`src/rtl/fetch_unit.sv`:
```
// Instruction-fetch front end: owns the fetch PC, issues credit-limited requests to
// instruction memory and buffers returned words with their PCs for decode.
module fetch_unit #(
  parameter int unsigned       ADDR_W     = 32,
  parameter int unsigned       DATA_W     = 32,
  parameter logic [ADDR_W-1:0] RESET_PC   = ADDR_W'(32'h0040_0000),
  parameter int unsigned       FIFO_DEPTH = 4
) (
  input  logic              clock,
  input  logic              reset,
  output logic              imem_req_out,
  output logic [ADDR_W-1:0] imem_addr_out,
  input  logic              imem_gnt_in,
  input  logic              imem_rvalid_in,
  input  logic [DATA_W-1:0] imem_rdata_in,
  input  logic              redirect_in,
  input  logic [ADDR_W-1:0] redirect_pc_in,
  output logic              inst_valid_out,
  output logic [DATA_W-1:0] inst_out,
  output logic [ADDR_W-1:0] inst_pc_out,
  input  logic              inst_ready_in,
  output logic              err_out
);

  localparam int unsigned PW = $clog2(FIFO_DEPTH);
  localparam int unsigned CW = PW + 1;

  logic [ADDR_W-1:0] fetch_pc_q, fetch_pc_d;
  logic [ADDR_W-1:0] resp_pc_q, resp_pc_d;
  logic [CW-1:0]     outst_q, outst_d;
  logic [CW-1:0]     disc_q, disc_d;
  logic [CW-1:0]     count_q, count_d;
  logic [PW-1:0]     rd_ptr_q, rd_ptr_d;
  logic [PW-1:0]     wr_ptr_q, wr_ptr_d;
  logic              err_q, err_d;

  logic [ADDR_W-1:0] pc_mem_q   [FIFO_DEPTH];
  logic [DATA_W-1:0] data_mem_q [FIFO_DEPTH];

  logic              issue;
  logic              push;
  logic              pop;
  logic [CW:0]       credit_used;
  logic [ADDR_W-1:0] target_pc;
  logic              unused_lsbs;

  assign target_pc   = {redirect_pc_in[ADDR_W-1:2], 2'b00};
  assign unused_lsbs = ^redirect_pc_in[1:0];

  // Credits count both in-flight and buffered words, so a full FIFO can never overflow.
  assign credit_used    = {1'b0, outst_q} + {1'b0, count_q};
  assign imem_req_out   = !reset && !redirect_in && (credit_used < (CW+1)'(FIFO_DEPTH));
  assign imem_addr_out  = fetch_pc_q;
  assign issue          = imem_req_out & imem_gnt_in;

  assign inst_valid_out = (count_q != '0);
  assign inst_out       = inst_valid_out ? data_mem_q[rd_ptr_q] : '0;
  assign inst_pc_out    = inst_valid_out ? pc_mem_q[rd_ptr_q] : '0;
  assign pop            = inst_valid_out & inst_ready_in & !redirect_in;
  assign err_out        = err_q;

  always_comb begin
    fetch_pc_d = fetch_pc_q;
    resp_pc_d  = resp_pc_q;
    outst_d    = outst_q;
    disc_d     = disc_q;
    count_d    = count_q;
    rd_ptr_d   = rd_ptr_q;
    wr_ptr_d   = wr_ptr_q;
    err_d      = err_q;
    push       = 1'b0;

    if (issue) begin
      fetch_pc_d = fetch_pc_q + ADDR_W'(4);
      outst_d    = outst_q + CW'(1);
    end

    if (imem_rvalid_in) begin
      if (outst_q == '0) begin
        err_d = 1'b1;
      end else begin
        outst_d = outst_d - CW'(1);
        if (!redirect_in) begin
          if (disc_q != '0) begin
            disc_d = disc_q - CW'(1);
          end else begin
            push = 1'b1;
          end
        end
      end
    end

    if (push) begin
      resp_pc_d = resp_pc_q + ADDR_W'(4);
      wr_ptr_d  = wr_ptr_q + PW'(1);
    end
    if (pop) begin
      rd_ptr_d = rd_ptr_q + PW'(1);
    end
    count_d = count_q + CW'(push) - CW'(pop);

    // Every word still in flight after this cycle's accounting belongs to the old stream.
    if (redirect_in) begin
      fetch_pc_d = target_pc;
      resp_pc_d  = target_pc;
      disc_d     = outst_d;
      count_d    = '0;
      rd_ptr_d   = '0;
      wr_ptr_d   = '0;
    end
  end

  always_ff @(posedge clock) begin
    if (reset) begin
      fetch_pc_q <= RESET_PC;
      resp_pc_q  <= RESET_PC;
      outst_q    <= '0;
      disc_q     <= '0;
      count_q    <= '0;
      rd_ptr_q   <= '0;
      wr_ptr_q   <= '0;
      err_q      <= 1'b0;
    end else begin
      fetch_pc_q <= fetch_pc_d;
      resp_pc_q  <= resp_pc_d;
      outst_q    <= outst_d;
      disc_q     <= disc_d;
      count_q    <= count_d;
      rd_ptr_q   <= rd_ptr_d;
      wr_ptr_q   <= wr_ptr_d;
      err_q      <= err_d;
    end
  end

  always_ff @(posedge clock) begin
    if (!reset && push) begin
      pc_mem_q[wr_ptr_q]   <= resp_pc_q;
      data_mem_q[wr_ptr_q] <= imem_rdata_in;
    end
  end

endmodule

```
`config.mk`:
```
export PLATFORM = sky130hd
export DESIGN_NAME = fetch_unit
export DESIGN_NICKNAME = d
export VERILOG_FILES = /design/src/rtl/fetch_unit.sv
export SDC_FILE = /design/constraint.sdc
export NUM_CORES = 1
export LEC_CHECK = 0
export ABC_AREA = 1
export BUFFER_PORTS_ARGS = -buffer_cell sky130_fd_sc_hd__clkbuf_2
export CAP_MARGIN = 0
export CORE_ASPECT_RATIO = 0.75
export CORE_MARGIN = 5
export CORE_UTILIZATION = 50
export DETAILED_ROUTE_END_ITERATION = 10
export PLACE_DENSITY_LB_ADDON = 0.25
export SLEW_MARGIN = 40
export SYNTH_ARGS = -nofsm -noshare
export SYNTH_HDL_FRONTEND = slang
export SYNTH_SLANG_ARGS = --single-unit
export TNS_END_PERCENT = 5
```
`constraint.sdc`:
```
create_clock -name clock -period 10.4 [get_ports clock]
set_input_delay 0 -clock clock [delete_from_list [all_inputs] [get_ports clock]]
set_output_delay 0 -clock clock [all_outputs]
set_load 0.02 [all_outputs]
```
==> results.toml <==
[setup_path]
crit_type = "register to register"
cp_max_fo = 62
critPathArrivalTime_ns = 3.22
critPathLaunchType = "register"
crit_required_ns = 10.53
ff2ff_path_depth = 10
endpoint_kind = "register"

[clocking]
cts_setup_buffers = 0
insertion_delay_ns = 0.52
clockBufferDepth = 3
tritoncts = "built"
clock_sinks = 324
root_buffer = "clkbuf_16"
htreeDepth = 2
cts_made_buffers = 34
cts.clk_slew.worst_paths_ns = 0.06

[finish]
syn_to_final_growth_pct = 19.70
seq_area_mm2 = 0.008974
drive_gt1_frac = 0.1471
multi_input_area_mm2 = 0.004863
fin_nets = 1827
fillers = 2434
utilization = 0.6029

[floorplan]
die_x_um = 207.1
fp-row-count = 54
dieHeight_um = 157.8
core_mm2 = 0.02892
dieArea_mm2 = 0.03268
ios = 169
start_util = 0.5037

[synthesis]
syn_area_mm2 = 0.01457
syn-instance-count = 1537
yosysWarnings = 0
ys_seq_elements = 324
avgSynthCellArea_um2 = 9.476
synth.distinct_cells = 42
ys_seq_area_frac = 0.6158

[timing]
finalClockSkew_ns = 0.02381
period_share = 0.2967
holdWs_ns = 0.06773
slew_viol_final = 0
finalSetupViolations = 0
fmax_ghz = 0.3241
slew_headroom = 0.4285
layout_min_cycle_time_ns = 3.086
finalHoldViolations = 0
rsz0062_at_grt = "false"
tightest_slew_ns = 0.8572
fin_tns_setup_ns = 0

[drt]
vias = 11480
drtAntennaViolNets = 0
drc = 0
drt_iter0_drc = 957
drt-wirelength-per-cell_um = 17.40
drt_wl_total_um = 37590
dr.pass1.iters = 6
avgViaCountPerCell = 5.313

[grt]
grt_pass1_wl_um = 59010
grt_pass1_vias = 10940
antenna_found_initial = 0
track_usage = 0.2238
grt-ovfl-total = 0
grt_max_degree = 109

[placed_design]
portBuffers = 162
gp_congestion = 0.9645
hpwl_um = 22300

[run]
drv_cap = 0

[power_and_ir_drop]
leakagePower_nw = 6.686
vdd_drop_max_v = 0.00009093
cellPowerDensity_mw_per_mm2 = 169.1

[hold_path]
hp-class = "primary input to register"
worstHoldPathCells = 3

[outcome]
outcome = "complete, no violations"
[path summary, 6_finish.rpt]
check / slack [ns] / startpoint / end
min: 0.07 / reset / imem_addr_out[15]$_SDFFE_PP0P_
max reg2reg: 7.31 / outst_q[0]$_SDFF_PP0_ / data_mem_q[2][16]$_DFFE_PP_
max: 7.31 / outst_q[0]$_SDFF_PP0_ / data_mem_q[2][16]$_DFFE_PP_
min reg2reg: 0.47 / err_out$_SDFFE_PP0P_ / err_out$_SDFFE_PP0P_
[per-layer routing]
metal	GRT usage	wire length, um
met2	0.3537	17060
met1	0.3208	17140
met4	0.07017	872
met3	0.03903	2517
met5	0	0
[state kept, by name (all words and copies together) (netlist names), named ones only]
signal	count
data_mem_q	128
pc_mem_q	120
imem_addr_out	30
resp_pc_q	30
count_q	3
disc_q	3
outst_q	3
rd_ptr_q	2
wr_ptr_q	2
err_out	1
[area by class of cell]
type                    instances  share of cell area
repair buffers                238             0.09007
well taps                     392             0.02813
clock buffers                  42             0.05289
flip-flops and latches        324              0.5147
multi-input cells            1032              0.2790
clock inverters                20             0.01048
diodes                          1           0.0001435
inverters                     111             0.02462
[placed cells by master, fill, tap and decap left out, types with 4 or more instances in the layout]
| cell type | n |
|---|---|
| nor2_1 | 338 |
| edfxtp_1 | 248 |
| nand2_1 | 230 |
| o21ai_0 | 168 |
| clkbuf_2 | 162 |
| a21oi_1 | 112 |
| inv_1 | 103 |
| dfxtp_1 | 74 |
| dlygate4sd3_1 | 64 |
| nand3_1 | 51 |
| clkbuf_16 | 35 |
| xor2_1 | 24 |
| a31oi_1 | 16 |
| nor3_1 | 16 |
| ha_1 | 15 |
| nand4_1 | 11 |
| clkinv_2 | 10 |
| o211ai_1 | 7 |
| nor2_4 | 6 |
| buf_6 | 6 |
| nand2_2 | 5 |
| inv_2 | 5 |
| clkbuf_1 | 5 |
| buf_4 | 5 |
| clkinv_1 | 4 |
| nand2_4 | 4 |
| conb_1 | 4 |
[synthesized netlist by cell type, drive strengths merged]
cell type / instances / area share
nor2: 347 / 0.092
nand3: 52 / 0.018
o21ai: 172 / 0.059
xor2: 24 / 0.014
nand2: 239 / 0.065
buf: 25 / 0.012
nor3: 17 / 0.0062
nand4: 11 / 0.0047
dfxtp: 76 / 0.10
o22ai: 3 / 0.0013
a21oi: 112 / 0.038
or2: 1 / 0.00043
a211oi: 2 / 0.0014
fa: 1 / 0.0014
ha: 15 / 0.013
o21a: 2 / 0.0010
o211ai: 7 / 0.0036
xnor2: 1 / 0.00060
clkbuf: 48 / 0.012
nand3b: 3 / 0.0015
o21bai: 3 / 0.0015
a31oi: 16 / 0.0069
conb: 1 / 0.00026
inv: 110 / 0.028
edfxtp: 248 / 0.51
clkinv: 1 / 0.0011
[worst max-delay path, cell delays in order, from the launching register on]
cell     delay (ns)
dfxtp_1        0.44
inv_1          0.11
ha_1           0.20
inv_1          0.08
nor2_1         0.07
nor2_2         0.24
nand2_2        0.24
inv_1          0.27
nand2_1        0.29
nor2_4         0.15
buf_6          0.52
[timing repair]
item,4_1_cts,5_1_grt
resized for setup,0,0
endpoints found under the hold margin,195,0
hold buffers,64,0
[logic make-up after synthesis]
family,share of synthesized area
simple gates,0.1875
other cells,0.0002575
compound gates,0.1136
buf+inv,0.05360
xor+xnor,0.01503
fa+ha+maj,0.01426
flops,0.6158
[where the power goes]
group          internal [mW]  total [mW]  switching (mW)  leakage, nW
sequential              1.43        1.48          0.0480         2.88
combinational         0.0944       0.275           0.180         3.26
clock                  0.688        1.19           0.502        0.545
[through the flow]
step | cell area, um2 | worst slack [ns] | power, mW | cells
2_1_floorplan | 14580 | 5.966 | 1.666 | 1540
3_3_place_gp | 15660 | 7.267 | 1.751 | 2033
3_5_place_dp | 15680 | 7.430 | 1.759 | 2033
4_1_cts | 17430 | 7.402 | 2.964 | 2159
5_1_grt | 17430 | 7.231 | 3.061 | 2159
6_report | 17430 | 7.314 | 2.948 | 2160
Power figures use the tool's default switching activity.
